==> src/rtl/gat_layer_sequencer_pkg.sv <==
// Shared types and sizing helpers for the GAT layer sequencer.
package gat_pkg;

  typedef enum logic [2:0] {
    IDLE,
    WAIT_LOAD,
    RUN,
    DRAIN,
    DONE,
    ERR
  } seq_state_e;

  function automatic int calc_depth(input int num_subgraphs, input int num_feature_out);
    return num_subgraphs * num_feature_out;
  endfunction

  function automatic int calc_addr_w(input int depth);
    return (depth > 1) ? $clog2(depth) : 1;
  endfunction

endpackage

==> src/rtl/gat_layer_sequencer_if.sv <==
// Feature output stream: valid/ready handshake with a last-word marker.
interface gat_layer_sequencer_if #(
  parameter int DATA_W = 32
) ();
  logic [DATA_W-1:0] tdata;
  logic              tvalid;
  logic              tready;
  logic              tlast;

  modport master (output tdata, output tvalid, output tlast, input tready);
  modport slave  (input tdata, input tvalid, input tlast, output tready);
endinterface

==> src/rtl/gat_layer_sequencer_fifo.sv <==
// Small synchronous FIFO that absorbs BRAM read data while the stream is stalled.
module gat_feat_skid_fifo #(
  parameter int DEPTH = 4,
  parameter int WIDTH = 32,
  localparam int CNT_W = $clog2(DEPTH + 1),
  localparam int PTR_W = (DEPTH > 1) ? $clog2(DEPTH) : 1
) (
  input  logic             clk,
  input  logic             rst,
  input  logic             i_clr,
  input  logic             i_push,
  input  logic [WIDTH-1:0] i_wdata,
  input  logic             i_pop,
  output logic [WIDTH-1:0] o_rdata,
  output logic [CNT_W-1:0] o_count
);
  localparam logic [PTR_W-1:0] PTR_LAST = PTR_W'(DEPTH - 1);
  localparam logic [CNT_W-1:0] CNT_FULL = CNT_W'(DEPTH);

  logic [WIDTH-1:0] r_mem [DEPTH];
  logic [PTR_W-1:0] r_wr_ptr;
  logic [PTR_W-1:0] r_rd_ptr;
  logic [CNT_W-1:0] r_count;
  logic             w_do_push;
  logic             w_do_pop;

  assign w_do_push = i_push && (r_count != CNT_FULL);
  assign w_do_pop  = i_pop && (r_count != '0);

  always_ff @(posedge clk) begin
    if (rst || i_clr) begin
      r_wr_ptr <= '0;
      r_rd_ptr <= '0;
      r_count  <= '0;
    end else begin
      if (w_do_push) r_wr_ptr <= (r_wr_ptr == PTR_LAST) ? '0 : r_wr_ptr + 1'b1;
      if (w_do_pop)  r_rd_ptr <= (r_rd_ptr == PTR_LAST) ? '0 : r_rd_ptr + 1'b1;
      case ({w_do_push, w_do_pop})
        2'b10:   r_count <= r_count + 1'b1;
        2'b01:   r_count <= r_count - 1'b1;
        default: r_count <= r_count;
      endcase
    end
  end

  always_ff @(posedge clk) begin
    if (w_do_push) r_mem[r_wr_ptr] <= i_wdata;
  end

  assign o_rdata = r_mem[r_rd_ptr];
  assign o_count = r_count;
endmodule

==> src/rtl/gat_layer_sequencer.sv <==
// Runs one GAT layer: gates host load flags into a single start, waits for gat_ready,
// then streams the new-feature BRAM out with credit-based read issue.
// state     | meaning
// IDLE      | out of reset, no run yet
// WAIT_LOAD | waiting for all three host load flags high together
// RUN       | gat_top computing; load_done outs high, run_cycles counting
// DRAIN     | reading feature BRAM into the skid FIFO and streaming it out
// DONE      | run complete, done held until next start
// ERR       | RUN timed out, err_timeout held until next start
module gat_layer_sequencer
  import gat_pkg::*;
#(
  parameter int NEW_FEATURE_WIDTH  = 32,
  parameter int NUM_SUBGRAPHS      = 2708,
  parameter int NUM_FEATURE_OUT    = 16,
  parameter int NEW_FEATURE_DEPTH  = calc_depth(NUM_SUBGRAPHS, NUM_FEATURE_OUT),
  parameter int NEW_FEATURE_ADDR_W = calc_addr_w(NEW_FEATURE_DEPTH),
  parameter int BRAM_RD_LAT        = 2,
  parameter int TIMEOUT_W          = 32
) (
  input  logic                          clk,
  input  logic                          rst,
  input  logic                          i_start,
  input  logic                          i_cfg_layer,
  input  logic [TIMEOUT_W-1:0]          i_cfg_timeout,
  input  logic                          i_host_h_data_done,
  input  logic                          i_host_h_node_info_done,
  input  logic                          i_host_wgt_done,
  output logic                          o_gat_layer,
  output logic                          o_h_data_bram_load_done,
  output logic                          o_h_node_info_bram_load_done,
  output logic                          o_wgt_bram_load_done,
  input  logic                          i_gat_ready,
  output logic [NEW_FEATURE_ADDR_W+1:0] o_feat_bram_addrb,
  input  logic [NEW_FEATURE_WIDTH-1:0]  i_feat_bram_dout,
  output logic                          o_busy,
  output logic                          o_done,
  output logic                          o_err_timeout,
  output logic [TIMEOUT_W-1:0]          o_run_cycles,
  gat_layer_sequencer_if.master         m_axis
);
  localparam int FIFO_DEPTH = BRAM_RD_LAT + 2;
  localparam int CNT_W      = $clog2(FIFO_DEPTH + 1);
  localparam int IDX_W      = NEW_FEATURE_ADDR_W + 1;
  localparam logic [IDX_W-1:0] LAST_IDX  = IDX_W'(NEW_FEATURE_DEPTH - 1);
  localparam logic [IDX_W-1:0] DEPTH_IDX = IDX_W'(NEW_FEATURE_DEPTH);
  localparam logic [CNT_W:0]   CREDIT_LIM = (CNT_W + 1)'(FIFO_DEPTH);

  seq_state_e                   r_state;
  seq_state_e                   w_state_nxt;
  logic                         r_layer;
  logic [TIMEOUT_W-1:0]         r_timeout;
  logic [TIMEOUT_W-1:0]         r_run_cycles;
  logic [IDX_W-1:0]             r_rd_idx;
  logic [IDX_W-1:0]             r_out_idx;
  logic [BRAM_RD_LAT-1:0]       r_vpipe;
  logic                         w_start_ok;
  logic                         w_loads_ready;
  logic                         w_timeout_hit;
  logic                         w_issue;
  logic                         w_push;
  logic                         w_pop;
  logic                         w_tvalid;
  logic                         w_tlast;
  logic [CNT_W-1:0]             w_fifo_count;
  logic [CNT_W:0]               w_occupied;
  logic [NEW_FEATURE_WIDTH-1:0] w_fifo_head;

  assign w_loads_ready = i_host_h_data_done && i_host_h_node_info_done && i_host_wgt_done;
  assign w_timeout_hit = (r_timeout != '0) && (r_run_cycles == r_timeout - 1'b1);

  // Reads are only issued when the FIFO is guaranteed room for everything in flight.
  assign w_occupied = {1'b0, w_fifo_count} + (CNT_W + 1)'($countones(r_vpipe));
  assign w_issue    = (r_state == DRAIN) && (r_rd_idx < DEPTH_IDX) && (w_occupied < CREDIT_LIM);
  assign w_push     = r_vpipe[BRAM_RD_LAT-1];
  assign w_tvalid   = (w_fifo_count != '0);
  assign w_tlast    = w_tvalid && (r_out_idx == LAST_IDX);
  assign w_pop      = w_tvalid && m_axis.tready;

  always_ff @(posedge clk) begin
    if (rst) r_state <= IDLE;
    else     r_state <= w_state_nxt;
  end

  always_comb begin
    w_state_nxt = r_state;
    w_start_ok  = 1'b0;
    case (r_state)
      IDLE, DONE, ERR: begin
        if (i_start) begin
          w_start_ok  = 1'b1;
          w_state_nxt = WAIT_LOAD;
        end
      end
      WAIT_LOAD: if (w_loads_ready) w_state_nxt = RUN;
      RUN: begin
        if (i_gat_ready)        w_state_nxt = DRAIN;
        else if (w_timeout_hit) w_state_nxt = ERR;
      end
      DRAIN:   if (w_pop && w_tlast) w_state_nxt = DONE;
      default: w_state_nxt = IDLE;
    endcase
  end

  always_ff @(posedge clk) begin
    if (rst) begin
      r_layer      <= 1'b0;
      r_timeout    <= '0;
      r_run_cycles <= '0;
      r_rd_idx     <= '0;
      r_out_idx    <= '0;
      r_vpipe      <= '0;
    end else begin
      if (w_start_ok) begin
        r_layer      <= i_cfg_layer;
        r_timeout    <= i_cfg_timeout;
        r_run_cycles <= '0;
        r_rd_idx     <= '0;
        r_out_idx    <= '0;
      end else begin
        if ((r_state == RUN) && (r_run_cycles != '1)) r_run_cycles <= r_run_cycles + 1'b1;
        if (w_issue) r_rd_idx <= r_rd_idx + 1'b1;
        if (w_pop)   r_out_idx <= r_out_idx + 1'b1;
      end
      r_vpipe <= (r_vpipe << 1) | BRAM_RD_LAT'(w_issue);
    end
  end

  gat_feat_skid_fifo #(
    .DEPTH (FIFO_DEPTH),
    .WIDTH (NEW_FEATURE_WIDTH)
  ) u_fifo (
    .clk     (clk),
    .rst     (rst),
    .i_clr   (w_start_ok),
    .i_push  (w_push),
    .i_wdata (i_feat_bram_dout),
    .i_pop   (w_pop),
    .o_rdata (w_fifo_head),
    .o_count (w_fifo_count)
  );

  assign o_gat_layer                  = r_layer;
  assign o_h_data_bram_load_done      = (r_state == RUN);
  assign o_h_node_info_bram_load_done = (r_state == RUN);
  assign o_wgt_bram_load_done         = (r_state == RUN);
  assign o_feat_bram_addrb            = {r_rd_idx[NEW_FEATURE_ADDR_W-1:0], 2'b00};
  assign o_busy                       = (r_state == WAIT_LOAD) || (r_state == RUN) || (r_state == DRAIN);
  assign o_done                       = (r_state == DONE);
  assign o_err_timeout                = (r_state == ERR);
  assign o_run_cycles                 = r_run_cycles;

  assign m_axis.tvalid = w_tvalid;
  assign m_axis.tdata  = w_tvalid ? w_fifo_head : '0;
  assign m_axis.tlast  = w_tlast;
endmodule

==> src/flat_wrapper.sv <==
// flat-port wrapper written by rule: the top's interface ports become plain ports
module gat_layer_sequencer_flat import gat_pkg::*;
#(
  parameter int NEW_FEATURE_WIDTH  = 32,
  parameter int NUM_SUBGRAPHS      = 2708,
  parameter int NUM_FEATURE_OUT    = 16,
  parameter int NEW_FEATURE_DEPTH  = calc_depth(NUM_SUBGRAPHS, NUM_FEATURE_OUT),
  parameter int NEW_FEATURE_ADDR_W = calc_addr_w(NEW_FEATURE_DEPTH),
  parameter int BRAM_RD_LAT        = 2,
  parameter int TIMEOUT_W          = 32
)
  (clk, rst, i_start, i_cfg_layer, i_cfg_timeout, i_host_h_data_done, i_host_h_node_info_done, i_host_wgt_done, o_gat_layer, o_h_data_bram_load_done, o_h_node_info_bram_load_done, o_wgt_bram_load_done, i_gat_ready, o_feat_bram_addrb, i_feat_bram_dout, o_busy, o_done, o_err_timeout, o_run_cycles, m_axis_tdata, m_axis_tvalid, m_axis_tlast, m_axis_tready);
  gat_layer_sequencer_if #(.DATA_W((32))) m_axis_i ();
  input  logic clk;
  input  logic rst;
  input  logic i_start;
  input  logic i_cfg_layer;
  input  logic [TIMEOUT_W-1:0] i_cfg_timeout;
  input  logic i_host_h_data_done;
  input  logic i_host_h_node_info_done;
  input  logic i_host_wgt_done;
  output logic o_gat_layer;
  output logic o_h_data_bram_load_done;
  output logic o_h_node_info_bram_load_done;
  output logic o_wgt_bram_load_done;
  input  logic i_gat_ready;
  output logic [NEW_FEATURE_ADDR_W+1:0] o_feat_bram_addrb;
  input  logic [NEW_FEATURE_WIDTH-1:0] i_feat_bram_dout;
  output logic o_busy;
  output logic o_done;
  output logic o_err_timeout;
  output logic [TIMEOUT_W-1:0] o_run_cycles;
  output wire logic [$bits(m_axis_i.tdata)-1:0] m_axis_tdata;
  output wire logic [$bits(m_axis_i.tvalid)-1:0] m_axis_tvalid;
  output wire logic [$bits(m_axis_i.tlast)-1:0] m_axis_tlast;
  input wire logic [$bits(m_axis_i.tready)-1:0] m_axis_tready;
  assign m_axis_tdata = m_axis_i.tdata;
  assign m_axis_tvalid = m_axis_i.tvalid;
  assign m_axis_tlast = m_axis_i.tlast;
  assign m_axis_i.tready = m_axis_tready;
  gat_layer_sequencer #(.NEW_FEATURE_WIDTH(NEW_FEATURE_WIDTH), .NUM_SUBGRAPHS(NUM_SUBGRAPHS), .NUM_FEATURE_OUT(NUM_FEATURE_OUT), .NEW_FEATURE_DEPTH(NEW_FEATURE_DEPTH), .NEW_FEATURE_ADDR_W(NEW_FEATURE_ADDR_W), .BRAM_RD_LAT(BRAM_RD_LAT), .TIMEOUT_W(TIMEOUT_W)) u_core (.clk(clk), .rst(rst), .i_start(i_start), .i_cfg_layer(i_cfg_layer), .i_cfg_timeout(i_cfg_timeout), .i_host_h_data_done(i_host_h_data_done), .i_host_h_node_info_done(i_host_h_node_info_done), .i_host_wgt_done(i_host_wgt_done), .o_gat_layer(o_gat_layer), .o_h_data_bram_load_done(o_h_data_bram_load_done), .o_h_node_info_bram_load_done(o_h_node_info_bram_load_done), .o_wgt_bram_load_done(o_wgt_bram_load_done), .i_gat_ready(i_gat_ready), .o_feat_bram_addrb(o_feat_bram_addrb), .i_feat_bram_dout(i_feat_bram_dout), .o_busy(o_busy), .o_done(o_done), .o_err_timeout(o_err_timeout), .o_run_cycles(o_run_cycles), .m_axis(m_axis_i));
endmodule
==> config.mk <==
export PLATFORM = sky130hd
export DESIGN_NAME = gat_layer_sequencer_flat
export DESIGN_NICKNAME = d
export VERILOG_FILES = /design/src/rtl/gat_layer_sequencer_pkg.sv /design/src/rtl/gat_layer_sequencer_if.sv /design/src/rtl/gat_layer_sequencer_fifo.sv /design/src/rtl/gat_layer_sequencer.sv /design/src/flat_wrapper.sv
export SDC_FILE = /design/constraint.sdc
export NUM_CORES = 1
export LEC_CHECK = 0
export CAP_MARGIN = 20
export CORE_AREA = 3 3 131 165
export DETAILED_ROUTE_END_ITERATION = 6
export DIE_AREA = 0 0 134 168
export PLACE_DENSITY_LB_ADDON = 0.3
export RECOVER_POWER = 100
export SLEW_MARGIN = 20
export SYNTH_ARGS = -nofsm -noshare
export SYNTH_HDL_FRONTEND = slang
export SYNTH_HIERARCHICAL = 1
export SYNTH_SLANG_ARGS = --single-unit
==> constraint.sdc <==
create_clock -name clk -period 10.5 [get_ports clk]
set_input_delay 2.1 -clock clk [delete_from_list [all_inputs] [get_ports clk]]
set_output_delay 2.1 -clock clk [all_outputs]
set_load 0.03 [all_outputs]
==> Flow_metrics.wiki <==
{| class="wikitable"
! Metric !! Value
|-
| Maximum net fanout on the critical path || 32
|-
| Yosys synthesis warning count || 6
|-
| Net switching power of the design || 0.668 mW
|-
| Element type at the critical path start || register
|-
| Drt total wl || 24.7 mm
|-
| Count of cell types in the netlist || 63
|-
| Depth of the worst register-to-register path || 6
|-
| Total of endpoints with negative setup slack in the final report || 0
|-
| Reported leakage power || 4.79 nW
|-
| Post-route DRC violation count || 0
|-
| Clock power frac || 37.1%
|-
| Clock tree root buffer cell || clkbuf_16
|-
| Gpl congestion || 0.880
|-
| Fraction of final layout cells sized beyond drive strength 1 || 7.50%
|-
| Core ar. || 0.0201 mm2
|-
| Tcrit/Tclk final || 60.8%
|-
| Failing checks || capacitance limit, slew limit
|-
| Post-CTS setup buffers || 0
|-
| CTS Sinks || 241
|-
| Class of the tightest hold or removal check || reg2reg
|-
| Vias in the first global route || 7867
|-
| Final hold vios || 0
|-
| Clk_skew || 0.00907 ns
|-
| Actual transition at the worst max-transition pin || 2.66 ns
|-
| # rows || 58
|-
| Required time at the endpoint of the critical path || 8.40 ns
|-
| Net Sw Frac || 27.7%
|-
| CP Buf/Inv Count || 2
|-
| Overall power consumption || 2.41 mW
|-
| Post-synth top area share || 34.7%
|-
| Share of power burned in combinational logic || 18.4%
|-
| Ant diodes || 0
|-
| Count of state elements after synthesis || 241
|-
| CP endpoint kind || output pin
|-
| Count of flip-flops with a built-in enable after synthesis || 128
|-
| Final-report max-slew violation count || 248
|-
| Worst R2R End || u_core/o_run_cycles[2]
|-
| Max IR drop VDD || 0.000138 V
|-
| Post_cts resized || 0
|-
| Die Footprint || 0.0225 mm2
|-
| Reg2reg start || u_core/r_state[2]
|-
| Die outline width || 134 um
|-
| Final Hold Slack || 0.426 ns
|-
| Cell taking the most area after synthesis || edfxtp_1
|-
| Post-Syn Instances || 993
|-
| Post-detailed-route wirelength per cell || 17.5 um
|-
| Buffer depth of the longest clock path || 3
|-
| HPWL after detailed placement || 16.8 mm
|-
| Placed Instance Area || 0.0127 mm2
|-
| Synth area leaders || edfxtp_1 (35%), dfxtp_1 (20%), mux4_2 (6.5%)
|-
| Die extent in y || 168 um
|-
| Top delay family on crit path || buffers and inverters
|-
| Share of total power in sequential cells || 44.5%
|-
| GR Overflow Total || 0
|-
| Design Area, Final || 0.0136 mm2
|-
| Top-level port count || 164
|-
| Cell depth of the worst setup path || 4
|-
| Proportion of synthesized flip-flops having asynchronous set or reset || 0%
|-
| Arrival @ worst endpoint || 4.29 ns
|-
| Total iterations of the first detailed-routing run || 5
|-
| Share of the core filled with cells in the final layout || 67.5%
|-
| Number of vias after detailed routing || 8013
|-
| Count of filler cells inserted in the layout || 1531
|-
| Internal power || 1.74 mW
|-
| Post-layout net count || 1215
|-
| Post-route ant nets || 0
|-
| Worst-Skew Late Latency || 0.50 ns
|-
| Number of buffers created by CTS || 24
|-
| Maximum clock frequency || 157 MHz
|-
| Worst setup path end || m_axis_tdata[18]
|-
| Clock Pin Slew Worst Setup and Hold Paths || 0.06 ns
|-
| Outcome || finished, violations left
|-
| Relative max-transition margin || -77.1%
|-
| Tmin final || 6.39 ns
|-
| Routed vias/inst || 5.66
|-
| Global-route wire length before repair || 40.1 mm
|-
| TritonCTS clock tree || built
|-
| Max capacitance violation total || 7
|-
| Initial antenna violation count || 0
|-
| Post-synthesis cell area || 0.0111 mm2
|-
| Starting DRT DRC Count || 472
|-
| Primary FF master, synth || edfxtp_1
|-
| Area Growth Syn to Fin || 22.7%
|-
| Accumulated negative setup slack || 0 ns
|-
| Gr usage total || 21.7%
|-
| Synthesized area per cell || 11.1 um2
|-
| Class of the most critical setup path || reg2out
|-
| Starting utilization of the core area || 55.0%
|-
| Count of input and output buffers || 161
|-
| WHS Path Cells || 2
|-
| Critical Path Max Stage Delay || 1.87 ns
|-
| Deepest level of the CTS H-tree || 1
|-
| Chain of cells forming the critical path || clkbuf_1, mux4_2, and2_1, dlygate4sd3_1
|-
| Unrepaired setup endpoints after global routing || false
|-
| Register-to-register setup slack || 6.27 ns
|-
| Maximum number of pins on one net before global-route repair || 42
|-
| Power density over the cells || 178 mW/mm2
|-
| Portion of the post-synthesis area used by sequential elements || 55.2%
|-
| Post-cts hold buffer count || 0
|-
| Max stage delay cell, worst path || clkbuf_1
|}
==> synth_stat cells (14+ instances only) <==
| library cell | number |
|---|---|
| nand4_1 | 20 |
| o21ai_0 | 20 |
| xor2_1 | 41 |
| inv_1 | 23 |
| nand3_1 | 36 |
| nand2_1 | 98 |
| edfxtp_1 | 128 |
| and3_1 | 14 |
| mux4_2 | 32 |
| xnor2_1 | 49 |
| or3_1 | 24 |
| a21oi_1 | 56 |
| buf_4 | 20 |
| and2_1 | 35 |
| dfxtp_1 | 113 |
| clkbuf_1 | 30 |
| nor4_1 | 15 |
| nor3_1 | 28 |
| nor2_1 | 90 |
==> flip-flops by register name (all words and copies together) (netlist names), named ones only <==
signal and cells:
u_core/r_timeout 32, u_core/u_fifo/r_rd_ptr 2, u_core/r_rd_idx 17, u_core/r_vpipe 2
u_core/r_out_idx 17, u_core/u_fifo/r_mem 128, u_core/r_state 3, u_core/u_fifo/o_count 3
u_core/o_run_cycles 32, u_core/o_gat_layer 1, u_core/u_fifo/r_wr_ptr 2
==> power by group through the flow <==
stage               clock, mW  sequential (mW)  combinational (mW)
CTS                     0.915             1.07               0.455
finish                  0.894             1.07               0.443
detailed placement          0             1.09               0.452
floorplan                   0             1.07               0.333
global route            0.949             1.08               0.487
global placement            0             1.09               0.445
==> worst min-delay path: cells and delay by family (launching register included) <==
kind          cells  cell delay [ns]
flops             1             0.31
simple gates      1             0.03
buf+inv           1             0.04
==> placed cells by master, fill, tap and decap left out, types with 15 or more instances in the layout <==
master / count
edfxtp_1: 128
dlygate4sd3_1: 123
dfxtp_1: 112
nand2_1: 98
nor2_1: 90
a21oi_1: 56
xnor2_1: 49
xor2_1: 41
clkdlybuf4s50_1: 38
nand3_1: 36
and2_1: 35
mux4_2: 32
nor3_1: 28
clkbuf_16: 25
or3_1: 24
inv_1: 23
nand4_1: 20
o21ai_0: 20
and3_1: 15
nor4_1: 15
==> cells by family (layout without fill, tap and decap cells) <==
kind of cell             after synthesis  after routing  synth area share [%]
AO/OA/AOI/OAI                        113            113                  6.07
XOR/XNOR                              90             90                  7.13
adder cells (fa/ha/maj)               13             13                  1.54
buffers and inverters                 87            239                  3.97
flip-flops                           241            241                  55.2
multiplexers                          39             39                  7.21
other                                  1              2                0.0339
AND/OR/NAND/NOR                      409            409                  18.9
==> final cells by class <==
| class | count | area [um2] | share of cell area (%) |
|---|---|---|---|
| flip-flops and latches | 241 | 6110 | 45.0 |
| multi-input cells | 666 | 4520 | 33.3 |
| repair buffers | 171 | 1680 | 12.4 |
| clock buffers | 30 | 654 | 4.82 |
| well taps | 270 | 338 | 2.49 |
| clock inverters | 13 | 180 | 1.33 |
| inverters | 25 | 93.8 | 0.692 |
==> per-layer routing <==
layer | up-vias | global-route usage [%] | routed length (um)
li1 | 3839 | - | -
met1 | 3875 | 27.0 | 9940
met2 | 244 | 38.3 | 12600
met3 | 55 | 4.00 | 1570
met4 | 0 | 6.80 | 626
met5 | - | 0 | 0
==> metrics by stage <==
| stage | setup slack, ns | std cells |
|---|---|---|
| 5_1_grt | 3.66 | 1416 |
| 3_3_place_gp | 5.50 | 1372 |
| 4_1_cts | 5.54 | 1415 |
| 2_1_floorplan | 6.61 | 994 |
| 6_report | 4.11 | 1416 |
| 3_5_place_dp | 5.45 | 1372 |
==> worst min path at each step <==
stage | startpoint | slack [ns] | end
2_1_floorplan | u_core/r_rd_idx[16] | 0.41 | u_core/r_rd_idx[16]
3_3_place_gp | u_core/r_rd_idx[16] | 0.41 | u_core/r_rd_idx[16]
3_5_place_dp | u_core/r_rd_idx[16] | 0.42 | u_core/r_rd_idx[16]
4_1_cts | u_core/r_rd_idx[16] | 0.43 | u_core/r_rd_idx[16]
5_1_grt | u_core/r_rd_idx[16] | 0.46 | u_core/r_rd_idx[16]
6_report | u_core/r_rd_idx[16] | 0.43 | u_core/r_rd_idx[16]
(Power assumes the default switching activity.)
